File: config.mk
export PLATFORM = sky130hd
export DESIGN_NAME = etapa_mem_wb
export DESIGN_NICKNAME = d
export VERILOG_FILES = /design/src/rtl/pipeline_pkg.sv /design/src/rtl/extractor_carga.sv /design/src/rtl/etapa_mem_wb.sv
export SDC_FILE = /design/constraint.sdc
export NUM_CORES = 1
export LEC_CHECK = 0
export ABC_AREA = 1
export CORE_ASPECT_RATIO = 0.6
export CORE_MARGIN = 5
export CORE_UTILIZATION = 32
export CTS_BUF_LIST = sky130_fd_sc_hd__clkbuf_2
export CTS_CLUSTER_DIAMETER = 40
export DETAILED_ROUTE_END_ITERATION = 12
export HOLD_SLACK_MARGIN = 0.06
export PLACE_DENSITY = 0.66
export RECOVER_POWER = 25
export SYNTH_ARGS = -nofsm -noshare
export SYNTH_HDL_FRONTEND = slang
export SYNTH_SLANG_ARGS = --single-unit
File: constraint.sdc
create_clock -name clk -period 1.1 [get_ports clk]
set_input_delay 0.11 -clock clk [delete_from_list [all_inputs] [get_ports clk]]
set_output_delay 0.11 -clock clk [all_outputs]
set_load 0.005 [all_outputs]
File: src/rtl/pipeline_pkg.sv
// ---------------------------------------------------------------------------
// pipeline_pkg
//
// Definitions shared by the five-stage pipeline:
//   - default data-path and register-address widths
//   - load-type encodings carried from decode down to write-back
//
// Load-type encoding (tipo_carga):
//   CARGA_LW  2'b00  32-bit word
//   CARGA_LH  2'b01  16-bit half, sign-extended
//   CARGA_LB  2'b10  8-bit byte, sign-extended
//   CARGA_LBU 2'b11  8-bit byte, zero-extended
// ---------------------------------------------------------------------------
package pipeline_pkg;

    localparam int ANCHO_DATOS   = 32;
    localparam int ANCHO_DIR_REG = 5;

    localparam logic [1:0] CARGA_LW  = 2'b00;
    localparam logic [1:0] CARGA_LH  = 2'b01;
    localparam logic [1:0] CARGA_LB  = 2'b10;
    localparam logic [1:0] CARGA_LBU = 2'b11;

endpackage : pipeline_pkg

File: src/rtl/extractor_carga.sv
// ---------------------------------------------------------------------------
// extractor_carga
//
// Purely combinational load lane selection plus sign/zero extension.
// Kept separate from the MEM/WB register so that a forwarding path can
// reuse exactly the same extraction logic.
//
// Ports:
//   tipo         in  [1:0]   load type (see pipeline_pkg CARGA_*)
//   dir_baja     in  [1:0]   address bits [1:0] of the access
//   palabra      in  [31:0]  raw aligned memory word
//   dato         out [31:0]  extracted, extended load data
//   desalineado  out         access not naturally aligned for its type
//
// Lanes are little-endian: dir_baja 00 selects bits 7:0, 11 selects 31:24.
// For halves only dir_baja[1] picks the lane; dir_baja[0] affects the
// misalignment flag but not the data.  A misaligned word is still passed
// through unchanged; the caller decides whether to block the write.
// ---------------------------------------------------------------------------
module extractor_carga
    import pipeline_pkg::*;
(
    input  logic [1:0]  tipo,
    input  logic [1:0]  dir_baja,
    input  logic [31:0] palabra,
    output logic [31:0] dato,
    output logic        desalineado
);

    logic [7:0]  byte_sel;
    logic [15:0] media_sel;

    // Byte lane select
    always_comb begin
        byte_sel = palabra[7:0];
        case (dir_baja)
            2'b00:   byte_sel = palabra[7:0];
            2'b01:   byte_sel = palabra[15:8];
            2'b10:   byte_sel = palabra[23:16];
            2'b11:   byte_sel = palabra[31:24];
            default: byte_sel = palabra[7:0];
        endcase
    end

    // Half lane select: only the upper address bit matters here
    always_comb begin
        media_sel = palabra[15:0];
        if (dir_baja[1]) begin
            media_sel = palabra[31:16];
        end
    end

    // Extension and misalignment detection
    always_comb begin
        dato        = palabra;
        desalineado = 1'b0;
        case (tipo)
            CARGA_LW: begin
                dato        = palabra;
                desalineado = (dir_baja != 2'b00);
            end
            CARGA_LH: begin
                dato        = {{16{media_sel[15]}}, media_sel};
                desalineado = dir_baja[0];
            end
            CARGA_LB: begin
                dato        = {{24{byte_sel[7]}}, byte_sel};
                desalineado = 1'b0;
            end
            CARGA_LBU: begin
                dato        = {24'h000000, byte_sel};
                desalineado = 1'b0;
            end
            default: begin
                dato        = palabra;
                desalineado = 1'b0;
            end
        endcase
    end

endmodule : extractor_carga

File: src/rtl/etapa_mem_wb.sv
// ---------------------------------------------------------------------------
// etapa_mem_wb
//
// MEM/WB pipeline register with write-back data selection.  Load data is
// extracted and extended from the raw memory word (extractor_carga), then
// everything is registered for the WB stage and the register file.
// One cycle of latency; every output comes straight from a flop.
//
// Parameters:
//   ANCHO_DATOS    data path width, must be 32 (lane logic is 4 bytes)
//   ANCHO_DIR_REG  register-file address width
//
// Ports:
//   clk                  in   pipeline clock, rising edge
//   reset                in   synchronous, active-high reset
//   stall                in   hold current WB contents
//   flush                in   insert bubble into WB
//   valido_in            in   MEM-stage instruction valid
//   esc_reg_in           in   register-write enable from MEM write-enable mux
//   mem_a_reg_in         in   1 = write back memory data, 0 = ALU result
//   tipo_carga_in        in   [1:0] 00 LW, 01 LH, 10 LB, 11 LBU
//   dir_baja_in          in   [1:0] address bits [1:0] of the access
//   dato_mem_in          in   raw aligned memory word
//   resultado_alu_in     in   ALU result
//   reg_destino_in       in   destination register
//   valido_wb            out  WB instruction valid
//   esc_reg_wb           out  register-file write enable
//   reg_destino_wb       out  register-file write address
//   dato_wb              out  register-file write data
//   error_alineacion_wb  out  misaligned load flagged in WB
//
// Pipeline control: update priority is reset > flush > stall > capture.
// flush turns the WB slot into an all-zero bubble; stall holds every
// output (misalignment is not re-evaluated while held).
//
// Build option WB_R0_GUARD_EN: when defined, a write to register 0 is
// suppressed here (esc_reg_wb forced low).  When undefined the register
// file is expected to ignore register 0 itself.  No other output differs.
// ---------------------------------------------------------------------------
module etapa_mem_wb
    import pipeline_pkg::*;
#(
    parameter int ANCHO_DATOS   = pipeline_pkg::ANCHO_DATOS,
    parameter int ANCHO_DIR_REG = pipeline_pkg::ANCHO_DIR_REG
) (
    input  logic                     clk,
    input  logic                     reset,
    input  logic                     stall,
    input  logic                     flush,
    input  logic                     valido_in,
    input  logic                     esc_reg_in,
    input  logic                     mem_a_reg_in,
    input  logic [1:0]               tipo_carga_in,
    input  logic [1:0]               dir_baja_in,
    input  logic [ANCHO_DATOS-1:0]   dato_mem_in,
    input  logic [ANCHO_DATOS-1:0]   resultado_alu_in,
    input  logic [ANCHO_DIR_REG-1:0] reg_destino_in,
    output logic                     valido_wb,
    output logic                     esc_reg_wb,
    output logic [ANCHO_DIR_REG-1:0] reg_destino_wb,
    output logic [ANCHO_DATOS-1:0]   dato_wb,
    output logic                     error_alineacion_wb
);

    logic [ANCHO_DATOS-1:0] dato_carga;
    logic                   desalineado_carga;

    logic                   mis;
    logic                   bloqueo_r0;
    logic                   esc_captura;
    logic                   error_captura;
    logic [ANCHO_DATOS-1:0] dato_captura;

    extractor_carga u_extractor (
        .tipo        (tipo_carga_in),
        .dir_baja    (dir_baja_in),
        .palabra     (dato_mem_in),
        .dato        (dato_carga),
        .desalineado (desalineado_carga)
    );

    // Misalignment only matters for loads; ALU results never raise it.
    assign mis = mem_a_reg_in & desalineado_carga;

`ifdef WB_R0_GUARD_EN
    assign bloqueo_r0 = (reg_destino_in == '0);
`else
    assign bloqueo_r0 = 1'b0;
`endif

    assign esc_captura   = esc_reg_in & valido_in & ~mis & ~bloqueo_r0;
    assign error_captura = mis & valido_in;
    assign dato_captura  = mem_a_reg_in ? dato_carga : resultado_alu_in;

    always_ff @(posedge clk) begin
        if (reset || flush) begin
            valido_wb           <= 1'b0;
            esc_reg_wb          <= 1'b0;
            reg_destino_wb      <= '0;
            dato_wb             <= '0;
            error_alineacion_wb <= 1'b0;
        end else if (!stall) begin
            valido_wb           <= valido_in;
            esc_reg_wb          <= esc_captura;
            reg_destino_wb      <= reg_destino_in;
            dato_wb             <= dato_captura;
            error_alineacion_wb <= error_captura;
        end
    end

endmodule : etapa_mem_wb
==> out/qor.yml <==
outcome:
  outcome: "complete, no violations"
placed_design:
  post-dp-hpwl_um: 7740
  gp_congestion: 0.877
  dp_slack_ns: -0.693
  io_buffer_count: 119
power_and_ir_drop:
  cellLeakagePower_nw: 1.89
  power_density_nw_per_um2: 894
  vdd.ir_drop.worst_uv: 502
synth:
  synth_edf_count: 0
  netlist_instances: 381
  synth_top_area_share_pct: 33.1
  yosys-top-cells-area: "dfxtp_1 33%, nand2_1 19%, a21oi_1 15%"
  yosys_most_used_dff: "dfxtp_1"
  yosysTopAreaCell: "dfxtp_1"
  ys_seq_elements: 40
  yosysSeqAreaShare_pct: 33.1
  async_flop_share_pct: 0
  synth_cell_types: 22
  avgSynthCellArea_um2: 6.34
  synth_warnings: 0
  syn_area_um2: 2420
  synth_nets: 461
routing:
  drt-total-wl_um: 10700
  drtIter0Drc: 329
  dr.pass1.iters: 5
  wl_per_cell_um: 16.8
  routed-via-count: 3265
  vias_per_cell: 5.12
  drc: 0
  ant_nets: 0
sta:
  clock.fmax_mhz: 918
  finalSetupViolCount: 0
  drv_slew: 0
  rsz0062_at_grt: "yes"
  hold_violations: 0
  final.setup_skew_ns: 0
  worstMarginPinSlew_ns: 0.309
  finalCritPeriodShare_pct: 99.0
  slew_headroom_pct: 79.4
  finalWorstSetupSlack_ns: 0.0112
  finalCriticalPeriod_ns: 1.09
  tns_ns: 0
critical_path:
  cp_num_buf_inv: 4
  reg2reg_slack_ns: 0.37
  cp_top_family: "buffers and inverters"
  rr_endpoint: "dato_wb[5]$_SDFFE_PP0N_"
  crit_path_end: "dato_wb[31]$_SDFFE_PP0N_"
  critPathRequiredTime_ns: 1.44
  rr_startpoint: "dato_wb[5]$_SDFFE_PP0N_"
  worstSetupPathType: "in -> reg"
  r2r_cells: 2
  start_kind: "primary input"
  endpoint_kind: "flop"
  slowest_stage: "dlygate4sd3_1"
  slowest_delay_ns: 0.60
  cp_cell_sequence: "dlygate4sd3_1 > inv_1 > buf_12 > clkbuf_4 > o21ai_0 > a21oi_2"
  setup.worst_path.start: "stall"
  crit_arrival_ns: 1.43
  crit_fanout: 14
  cp.depth: 6
die:
  core_area_um2: 7300
  initial_utilization_pct: 33.1
  die_y_um: 77.3
  die_x_um: 122
  die-area_um2: 9440
  pin_count: 120
  rows: 24
global_routing:
  grt_usage_pct: 22.2
  grt_pass1_wl_um: 16500
  grt_max_degree: 33
  antenna_found_initial: 0
  grt_pass1_vias: 3141
  overflow: 0
min_path:
  hold_class: "in -> reg"
clock_network:
  htreeDepth: 2
  clk_path_buf_depth: 2
  cts-root-buf: "clkbuf_2"
  cts_made_buffers: 5
  clock_sinks: 40
  clock_latency_ns: 0.42
  cts_tree: "yes"
  clk_pin_slew_ns: 0.23
cells_and_area:
  syn2layout_area_growth_pct: 71.4
  fillCellCount: 709
  post_route_cells_drive_above_1_share_pct: 33.1
  final_common_cell: "nand2_1"
  n_antenna_cell: 0
  final_cell_mix: "113 x nand2_1, 72 x clkdlybuf4s50_1, 70 x a21oi_1"
  final_nets: 613
run:
  maxCapViolCount: 0
==> per-stage QoR <==
stage                     hold WS (ns)  power (mW)  util (%)  instances  area [um2]
after CTS                        0.153        3.66      54.7        635        3990
after global placement           0.450        2.73      54.7        622        3990
final                            0.125        3.70      56.8        638        4140
after floorplan                  0.254        2.04         -        381        2420
after global routing             0.144        3.92      56.8        638        4140
after detailed placement         0.456        2.74      54.7        622        3990
==> where the power goes <==
group / switching (mW) / internal, mW / leakage [nW] / total (mW)
Clock: 0.547 / 0.379 / 0.0390 / 0.926
Combinational: 0.605 / 0.618 / 1.50 / 1.22
Sequential: 0.0333 / 1.52 / 0.344 / 1.55
Total: 1.19 / 2.52 / 1.89 / 3.70
==> sequential cells by signal (all words and copies together) (netlist names) <==
signal and count:
dato_wb 32, reg_destino_wb 5, esc_reg_wb 1, error_alineacion_wb 1, valido_wb 1
==> logic make-up after synthesis <==
kind of cell,synth area share (%)
flops,33.1
buf+inv,8.60
simple gates,29.8
compound gates,28.4
==> worst register-to-register path, cell delays in order (launching register included) <==
cell and delay [ns]:
dfxtp_2 0.39, o21ai_0 0.20, a21oi_1 0.06
==> layer usage <==
metal  GRT usage (%)  vias to the layer above  part of all wire, %
li1                -                     1605                    -
met5               0                        -                    0
met2            32.0                      146                   43
met1            32.9                     1509                   47
met3            6.76                        5                  9.7
met4            3.46                        0                 0.33
==> area by class of cell <==
class	count	area [um2]	area share, %
clock buffers	5	25.0	0.604
flip-flops and latches	40	851	20.5
clock inverters	3	42.5	1.03
multi-input cells	302	1550	37.4
well taps	104	130	3.14
inverters	14	52.6	1.27
repair buffers	170	1490	36.0
==> synth_stat cells (2+ instances only) <==
master    number
a22oi_1        2
buf_2         10
clkbuf_1      14
a21oi_2        7
nor2_1         5
o211ai_1       2
o21ai_0       43
nand2_1      120
buf_6          4
or2_2          3
dfxtp_1       40
inv_1         13
a21oi_1       73
nand3_1       36
nor2_4         2
==> worst min-delay path by stage <==
stage / start / end / slack, ns / cells after the start
3_5_place_dp: reg_destino_wb[2]$_SDFFE_PP0N_ / reg_destino_wb[2]$_SDFFE_PP0N_ / 0.46 / 2
3_3_place_gp: reg_destino_wb[4]$_SDFFE_PP0N_ / reg_destino_wb[4]$_SDFFE_PP0N_ / 0.45 / 2
6_report: dato_mem_in[31] / dato_wb[31]$_SDFFE_PP0N_ / 0.13 / 5
5_1_grt: reg_destino_in[3] / reg_destino_wb[3]$_SDFFE_PP0N_ / 0.14 / 3
2_1_floorplan: reg_destino_in[0] / reg_destino_wb[0]$_SDFFE_PP0N_ / 0.25 / 2
4_1_cts: reg_destino_in[1] / reg_destino_wb[1]$_SDFFE_PP0N_ / 0.15 / 3
==> repair_timing <==
item                       CTS  global route
setup endpoints to repair   72            36
hold buffers                 0             0
gates cloned                 3             1
setup buffers                2             2
resized for setup          217            29
pin swaps                    5             4
(Power assumes the default switching activity.)
